`config.mk`:
```
export PLATFORM = sky130hd
export DESIGN_NAME = sliding_window_histogram_flat
export DESIGN_NICKNAME = d
export VERILOG_FILES = /design/src/rtl/sliding_window_histogram_if.sv /design/src/rtl/sliding_window_histogram.sv /design/src/flat_wrapper.sv
export SDC_FILE = /design/constraint.sdc
export NUM_CORES = 1
export LEC_CHECK = 0
export BUFFER_PORTS_ARGS = -buffer_cell sky130_fd_sc_hd__buf_2
export CAP_MARGIN = 5
export CORE_ASPECT_RATIO = 2
export CORE_UTILIZATION = 69
export CTS_CLUSTER_DIAMETER = 150
export DETAILED_ROUTE_END_ITERATION = 7
export GPL_ROUTABILITY_DRIVEN = 0
export HOLD_SLACK_MARGIN = 0.12
export PLACE_DENSITY = 0.9
export SLEW_MARGIN = 10
export SYNTH_ARGS = -nofsm -noshare
export SYNTH_HDL_FRONTEND = slang
export SYNTH_SLANG_ARGS = --single-unit
```
`constraint.sdc`:
```
create_clock -name clk -period 10.9 [get_ports clk]
set_input_delay 3.27 -clock clk [delete_from_list [all_inputs] [get_ports clk]]
set_output_delay 3.27 -clock clk [all_outputs]
set_load 0.02 [all_outputs]
```
`src/rtl/sliding_window_histogram_if.sv`:
```
// Sample stream, clear/mode control and host read port of the sliding-window histogram.
// The master side drives samples and reads; the slave side is the histogram block.
interface sliding_window_histogram_if #(
  parameter int unsigned DATA_W = 4,
  parameter int unsigned WIN_AW = 6,
  parameter int unsigned CNT_W  = 7
);
  logic              in_valid;
  logic [DATA_W-1:0] in_data;
  logic              in_ready;
  logic              mode;
  logic              clear;
  logic              busy;
  logic              rd_req;
  logic [DATA_W-1:0] rd_bin;
  logic              rd_valid;
  logic [CNT_W-1:0]  rd_count;
  logic [WIN_AW:0]   win_count;
  logic              sat;

  modport master (
    output in_valid, in_data, mode, clear, rd_req, rd_bin,
    input  in_ready, busy, rd_valid, rd_count, win_count, sat
  );

  modport slave (
    input  in_valid, in_data, mode, clear, rd_req, rd_bin,
    output in_ready, busy, rd_valid, rd_count, win_count, sat
  );
endinterface

```
`src/rtl/sliding_window_histogram.sv`:
```
// Per-bin occurrence counts over the last WIN_DEPTH samples (sliding) or since the last
// clear (cumulative), with a bin-by-bin clear sweep and a registered host read port.
module sliding_window_histogram #(
  parameter int unsigned DATA_W    = 4,
  parameter int unsigned WIN_DEPTH = 64,
  parameter int unsigned WIN_AW    = 6,
  parameter int unsigned CNT_W     = 7
) (
  input logic                       clk,
  input logic                       rstn,
  sliding_window_histogram_if.slave hist_io
);

  localparam int unsigned       NBins   = 1 << DATA_W;
  localparam logic [CNT_W-1:0]  CntMax  = {CNT_W{1'b1}};
  localparam logic [CNT_W-1:0]  CntOne  = CNT_W'(1);
  localparam logic [WIN_AW:0]   WinFull = (WIN_AW + 1)'(WIN_DEPTH);
  localparam logic [WIN_AW:0]   WinMax  = {(WIN_AW + 1){1'b1}};
  localparam logic [DATA_W-1:0] LastBin = DATA_W'(NBins - 1);

  typedef enum logic [0:0] {StIdle, StSweep} state_e;

  state_e              state_q, state_d;
  logic [DATA_W-1:0]   sweep_q, sweep_d;
  logic                start_clear;
  logic                in_ready;
  logic                accept;

  logic                mode_q;
  logic [WIN_AW-1:0]   wr_ptr_q;
  logic [WIN_AW:0]     win_q, win_d;
  logic                sat_q;
  logic                sat_set;

  logic                s0_valid_q;
  logic [DATA_W-1:0]   s0_new_q;
  logic                s0_evict_q;
  logic [DATA_W-1:0]   old_q;

  logic [DATA_W-1:0]   win_mem [WIN_DEPTH];
  logic [CNT_W-1:0]    bins_q [NBins];
  logic [CNT_W-1:0]    bins_d [NBins];

  logic                rd_valid_q;
  logic [CNT_W-1:0]    rd_count_q;

  // Clear FSM: one bin zeroed per cycle, in index order.
  always_comb begin
    state_d     = state_q;
    sweep_d     = sweep_q;
    start_clear = 1'b0;
    case (state_q)
      StIdle: begin
        if (hist_io.clear) begin
          state_d     = StSweep;
          sweep_d     = '0;
          start_clear = 1'b1;
        end
      end
      StSweep: begin
        sweep_d = sweep_q + DATA_W'(1);
        if (sweep_q == LastBin) begin
          state_d = StIdle;
        end
      end
      default: state_d = StIdle;
    endcase
  end

  assign in_ready = (state_q == StIdle) && !hist_io.clear;
  assign accept   = hist_io.in_valid && in_ready;

  always_comb begin
    win_d = win_q;
    if (start_clear) begin
      win_d = '0;
    end else if (accept) begin
      if (mode_q) begin
        if (win_q != WinMax) win_d = win_q + (WIN_AW + 1)'(1);
      end else if (win_q != WinFull) begin
        win_d = win_q + (WIN_AW + 1)'(1);
      end
    end
  end

  // S1: commit the registered sample. All reads here see the committed array, so a
  // same-bin update on consecutive cycles is a plain read-modify-write with no hazard.
  always_comb begin
    bins_d  = bins_q;
    sat_set = 1'b0;
    if (s0_valid_q) begin
      if (mode_q) begin
        if (bins_q[s0_new_q] == CntMax) begin
          sat_set = 1'b1;
        end else begin
          bins_d[s0_new_q] = bins_q[s0_new_q] + CntOne;
        end
      end else if (!s0_evict_q) begin
        bins_d[s0_new_q] = bins_q[s0_new_q] + CntOne;
      end else if (s0_new_q != old_q) begin
        bins_d[s0_new_q] = bins_q[s0_new_q] + CntOne;
        bins_d[old_q]    = bins_q[old_q] - CntOne;
      end
    end
    if (state_q == StSweep) begin
      bins_d[sweep_q] = '0;
    end
  end

  always_ff @(posedge clk or negedge rstn) begin
    if (!rstn) begin
      state_q    <= StIdle;
      sweep_q    <= '0;
      mode_q     <= 1'b0;
      wr_ptr_q   <= '0;
      win_q      <= '0;
      sat_q      <= 1'b0;
      s0_valid_q <= 1'b0;
      s0_new_q   <= '0;
      s0_evict_q <= 1'b0;
      rd_valid_q <= 1'b0;
      rd_count_q <= '0;
      for (int i = 0; i < int'(NBins); i++) begin
        bins_q[i] <= '0;
      end
    end else begin
      state_q    <= state_d;
      sweep_q    <= sweep_d;
      win_q      <= win_d;
      bins_q     <= bins_d;
      rd_valid_q <= hist_io.rd_req;
      if (hist_io.rd_req) begin
        rd_count_q <= bins_q[hist_io.rd_bin];
      end
      if (start_clear) begin
        // The S1 commit on this edge still lands in bins_d; the sweep zeroes it later.
        mode_q     <= hist_io.mode;
        wr_ptr_q   <= '0;
        sat_q      <= 1'b0;
        s0_valid_q <= 1'b0;
        s0_evict_q <= 1'b0;
      end else begin
        if (sat_set) begin
          sat_q <= 1'b1;
        end
        s0_valid_q <= accept;
        if (accept) begin
          s0_new_q   <= hist_io.in_data;
          s0_evict_q <= !mode_q && (win_q == WinFull);
          wr_ptr_q   <= wr_ptr_q + WIN_AW'(1);
        end
      end
    end
  end

  // Window memory is not reset; eviction only starts after WIN_DEPTH fresh writes.
  always_ff @(posedge clk) begin
    if (accept) begin
      old_q <= win_mem[wr_ptr_q];
      if (!mode_q) begin
        win_mem[wr_ptr_q] <= hist_io.in_data;
      end
    end
  end

  assign hist_io.in_ready  = in_ready;
  assign hist_io.busy      = (state_q == StSweep);
  assign hist_io.rd_valid  = rd_valid_q;
  assign hist_io.rd_count  = rd_count_q;
  assign hist_io.win_count = win_q;
  assign hist_io.sat       = sat_q;

endmodule

```
`src/flat_wrapper.sv`:
```
// flat-port wrapper written by rule: the top's interface ports become plain ports
module sliding_window_histogram_flat 
#(
  parameter int unsigned DATA_W    = 4,
  parameter int unsigned WIN_DEPTH = 64,
  parameter int unsigned WIN_AW    = 6,
  parameter int unsigned CNT_W     = 7
)
  (clk, rstn, hist_io_in_valid, hist_io_in_data, hist_io_mode, hist_io_clear, hist_io_rd_req, hist_io_rd_bin, hist_io_in_ready, hist_io_busy, hist_io_rd_valid, hist_io_rd_count, hist_io_win_count, hist_io_sat);
  sliding_window_histogram_if #(.DATA_W(DATA_W), .WIN_AW(WIN_AW), .CNT_W(CNT_W)) hist_io_i ();
  input logic clk;
  input logic rstn;
  input wire logic [$bits(hist_io_i.in_valid)-1:0] hist_io_in_valid;
  input wire logic [$bits(hist_io_i.in_data)-1:0] hist_io_in_data;
  input wire logic [$bits(hist_io_i.mode)-1:0] hist_io_mode;
  input wire logic [$bits(hist_io_i.clear)-1:0] hist_io_clear;
  input wire logic [$bits(hist_io_i.rd_req)-1:0] hist_io_rd_req;
  input wire logic [$bits(hist_io_i.rd_bin)-1:0] hist_io_rd_bin;
  output wire logic [$bits(hist_io_i.in_ready)-1:0] hist_io_in_ready;
  output wire logic [$bits(hist_io_i.busy)-1:0] hist_io_busy;
  output wire logic [$bits(hist_io_i.rd_valid)-1:0] hist_io_rd_valid;
  output wire logic [$bits(hist_io_i.rd_count)-1:0] hist_io_rd_count;
  output wire logic [$bits(hist_io_i.win_count)-1:0] hist_io_win_count;
  output wire logic [$bits(hist_io_i.sat)-1:0] hist_io_sat;
  assign hist_io_i.in_valid = hist_io_in_valid;
  assign hist_io_i.in_data = hist_io_in_data;
  assign hist_io_i.mode = hist_io_mode;
  assign hist_io_i.clear = hist_io_clear;
  assign hist_io_i.rd_req = hist_io_rd_req;
  assign hist_io_i.rd_bin = hist_io_rd_bin;
  assign hist_io_in_ready = hist_io_i.in_ready;
  assign hist_io_busy = hist_io_i.busy;
  assign hist_io_rd_valid = hist_io_i.rd_valid;
  assign hist_io_rd_count = hist_io_i.rd_count;
  assign hist_io_win_count = hist_io_i.win_count;
  assign hist_io_sat = hist_io_i.sat;
  sliding_window_histogram #(.DATA_W(DATA_W), .WIN_DEPTH(WIN_DEPTH), .WIN_AW(WIN_AW), .CNT_W(CNT_W)) u_core (.clk(clk), .rstn(rstn), .hist_io(hist_io_i));
endmodule
```
==> metrics, run 1 <==
outcome=aborted with a tool error; Halt Stage=5_1_grt; Stop Error=[ERROR GRT-0116] Global routing finished with congestion. Check the congestion regions in the DRC Viewer.; Core Rows=between 90 and 100; # resized after CTS=0; # hold bufs at CTS=0; EDFF count, synth=260; pin count of the biggest net entering global routing=between 80 and 90; Inserted Clock Buffers=37; Yosys warnings=0; cell count after synthesis=approximately 2,100; ys flop type=edfxtp_1; Sink Count=approximately 410; total grt overflow=18; Detailed Place HPWL=roughly 59 mm; chip width=131 µm; Total GRT Usage=64.5%; Die Y=between 200 and 300 µm; count leader, synth=nor2_1; Syn Nets=2,166; list of most frequent post-synthesis cells=nor2_1, edfxtp_1, nand2_1; synth top area cells=edfxtp_1, dfrtp_1, mux4_2; sequential fraction of the synthesis area=~50%; asr flop ratio synth=36.0%; post-synth top area share=between 30% and 40%; leading area contributor after synthesis=edfxtp_1; Syn Std Cell Area=approximately 23,000 µm²; post-synthesis area per instance=10.8 µm²; H-Tree Depth=2; flops & latches, synth=between 400 and 500; number of global-route vias before repair=23,700; starting density of the core=70.1%; Max clock buf depth=3; Cell variety after synth=69; first-pass GRT wire length=about 160 mm; postcts setup bufs=0; IO Count=32; PortBufs=31; CTS root buf=clkbuf_16
[per-stage QoR]
| stage | hold WS [ps] | cells | setup slack [ps] | instance area [µm²] |
|---|---|---|---|---|
| 3_3_place_gp | 488 | 2473 | 3750 | 23400 |
| 4_1_cts | 505 | 2538 | 3740 | 24700 |
| 3_5_place_dp | 491 | 2473 | 3740 | 23400 |
| 2_1_floorplan | 517 | 2143 | 3920 | 23100 |
[logic make-up after synthesis]
| kind of cell | after synthesis | synth area share (%) |
|---|---|---|
| AOI/OAI and AO/OA | 753 | 23.4 |
| xor gates and xnor gates | 21 | 0.829 |
| adders and majority gates | 9 | 0.488 |
| buffers and inverters | 215 | 3.99 |
| DFF | 406 | 49.7 |
| muxes | 108 | 9.76 |
| and+or+nand+nor | 631 | 11.9 |
[routing by layer]
layer  global-route usage, %  GRT overflow
met2                    82.9             4
met3                    47.4             0
met5                    20.5             0
met4                    63.9            14
met1                    64.0             0
==> run 2, diff against run 1 <==
--- a/config.mk
+++ b/config.mk
@@ -7,13 +7,10 @@
 export LEC_CHECK = 0
 export BUFFER_PORTS_ARGS = -buffer_cell sky130_fd_sc_hd__buf_2
 export CAP_MARGIN = 5
-export CORE_ASPECT_RATIO = 2
-export CORE_UTILIZATION = 69
-export CTS_CLUSTER_DIAMETER = 150
+export CORE_UTILIZATION = 40
 export DETAILED_ROUTE_END_ITERATION = 7
 export GPL_ROUTABILITY_DRIVEN = 0
-export HOLD_SLACK_MARGIN = 0.12
-export PLACE_DENSITY = 0.9
+export PLACE_DENSITY_LB_ADDON = 0.15
 export SLEW_MARGIN = 10
 export SYNTH_ARGS = -nofsm -noshare
 export SYNTH_HDL_FRONTEND = slang
==> run 2 against run 1 <==
Net effect: the flow now finishes without violations; synthesized area stayed put; synthesized cell count stayed put.
==> metrics, run 2 <==
outcome=complete, no violations; fin crit share=between 60% and 70%; power per cell area=between 200 and 250 nW/µm²; CP arrival=3920 ps; P_sw=~2.8 mW; asr flop ratio synth=36.0%; slowest CP cell=nor2_1; IO Count=32; R2R Path End=u_core.bins_q[62]; area of the multi-input gates=10,800 µm²; cell count after synthesis=2,143; Hold Crit Start=u_core.hist_io.rd_count[5]; CP cell instances=buf_2, nor2_1, buf_2; Min-Delay Endpoint=u_core.hist_io.rd_count[5]; Cell variety after synth=between 60 and 70; max_cap viols=0; PortBufs=31; most frequent CP cell=buf_2; fin crit period=7190 ps; CTS root buf=clkbuf_16; count leader, synth=nor2_1; Clk pin slew, worst setup/hold paths=around 50 ps; antenna violations before repair=1; sw frac=between 40% and 50%; Clock Power Share=between 20% and 30%; Pwr Total=~6.3 mW; Peak supply drop=about 0.16 mV; final setup margin=~3700 ps; Core Rows=slightly below 90; First DRT Iteration DRCs=2,695; most common cell after layout, fill and taps aside=edfxtp_1; commonest non-fill, non-tap cells in the layout=edfxtp_1, nor2_1, nand2_1; max FFs per register=between 200 and 300; Die Y=about 240 µm; pin count of the biggest net entering global routing=86; Slew headroom=10.4%; Final Slew Violations=0; residual DRC count=0; Detailed Place HPWL=~56 mm; Total GRT Usage=30.0%; ys flop type=edfxtp_1; post-synth top area share=33.8%; Avg Vias per Cell=roughly 7.0; register area=~11,000 µm²; Setup TNS=0 ps; Worst EP required=about 7600 ps; Sink Count=between 400 and 500; share of post-route cells with drive strength above 1=~14%; max incr delay on CP=300 ps; synth top area cells=edfxtp_1, dfrtp_1, mux4_2; Syn Std Cell Area=roughly 23,000 µm²; internal power=~3.5 mW; Leakage=8.72 nW; Core ar.=approximately 57,000 µm²; Yosys warnings=0; CTS tree=done; # resized after CTS=0; worst slew pin tran=approximately 1300 ps; number of global-route vias before repair=around 20,000; final number of hold-violating endpoints=0; sequential fraction of the synthesis area=between 40% and 50%; CP Launch Type=primary input; fin nets=about 2,100; RSZ-0062 raised after global routing=false; Inserted Clock Buffers=46; H-Tree Depth=2; Post-DRT Antenna Nets=0; FF-to-FF setup slack=just under 6000 ps; list of most frequent post-synthesis cells=nor2_1, edfxtp_1, nand2_1; fmax=0.139 GHz; Worst Reg-to-Reg Cells=13; total grt overflow=0; leading area contributor after synthesis=edfxtp_1; starting density of the core=roughly 40%; final setup vio count=0; fillcell total=approximately 5,300; postcts setup bufs=0; Logic pwr share=roughly two fifths; reg2reg start=u_core.s0_new_q[2]; Crit. End Element=primary output; Max Fanout on Critical Path=6; kind of critical path=in -> out; flops & latches, synth=406; DP Area=23,900 µm²; Worst Hold Depth=1; area grow syn2layout=9.86%; finished layout cell area=~25,000 µm²; Setup WS pre-CTS=approximately 3700 ps; # hold bufs at CTS=0; post-synthesis area per instance=10.8 µm²; Clk Latency, worst-skew pair=slightly above 600 ps; TritonRoute pass-1 iters=8; largest registers=u_core.win_mem (256), u_core.bins_q (112); Layout Skew=between 30 and 40 ps; EDFF count, synth=between 200 and 300; die area=slightly below 60,000 µm²; class of the worst hold path=reg -> reg; wire per inst=approximately 31 µm; Most flops, register=u_core.win_mem; chip width=around 240 µm; first-pass GRT wire length=~130 mm; routed wire length=88.9 mm; via count=around 20,000; Sequential Power Share=about a third; Syn Nets=roughly 2,200; Max clock buf depth=3; # diodes=0
==> run 2: per-layer routing <==
| metal | part of all wire [%] | up-vias | global-route usage (%) |
|---|---|---|---|
| met2 | 44 | 1474 | 44.7 |
| li1 | - | 8398 | - |
| met3 | 12 | 339 | 7.68 |
| met1 | 38 | 9854 | 38.8 |
| met5 | 0.015 | - | 0 |
| met4 | 7.0 | 2 | 19.2 |
==> run 2: worst max path at each step <==
stage,startpoint,to,slack [ps],cells past startpoint
floorplan,hist_io_clear,hist_io_in_ready,3920,1
global placement,hist_io_clear,hist_io_in_ready,3680,3
detailed placement,hist_io_clear,hist_io_in_ready,3700,3
CTS,hist_io_clear,hist_io_in_ready,3700,3
global route,hist_io_clear,hist_io_in_ready,3610,3
finish,hist_io_clear,hist_io_in_ready,3710,3
==> run 2: stage by stage <==
stage / utilization (%) / hold slack, ps / std cells
final: 44.7 / 503 / 2884
after global routing: 44.7 / 539 / 2884
after CTS: 44.7 / 505 / 2884
after detailed placement: 42.1 / 493 / 2799
after global placement: 42.1 / 490 / 2799
after floorplan: - / 517 / 2143
==> run 2: cell families after synthesis <==
kind of cell             after synthesis  synth area share (%)
AO/OA/AOI/OAI                        753                  23.4
XOR/XNOR                              21                 0.829
adder cells (fa/ha/maj)                9                 0.488
buffers and inverters                215                  3.99
flip-flops                           406                  49.7
multiplexers                         108                  9.76
AND/OR/NAND/NOR                      631                  11.9
==> run 2: power groups by stage <==
| stage | Sequential (mW) | Clock (mW) | Combinational, mW |
|---|---|---|---|
| 2_1_floorplan | 2.01 | 0 | 1.63 |
| 3_3_place_gp | 2.13 | 0 | 2.49 |
| 3_5_place_dp | 2.14 | 0 | 2.51 |
| 4_1_cts | 2.11 | 1.55 | 2.51 |
| 5_1_grt | 2.15 | 1.61 | 2.73 |
| 6_report | 2.13 | 1.53 | 2.63 |
==> run 2: layout make-up <==
cell class	instances	area share [%]
clock buffer	56	4.73
timing repair buffer	90	2.38
tap	756	3.73
inverter	25	0.370
multi-input combinational	1522	42.5
sequential	406	45.2
clock inverter	29	1.09
==> run 2: worst max-delay path, delay by kind of cell <==
family                 cells  cell delay [ps]
buffers and inverters      2              360
AND/OR/NAND/NOR            1              300
Power figures use the tool's default switching activity.
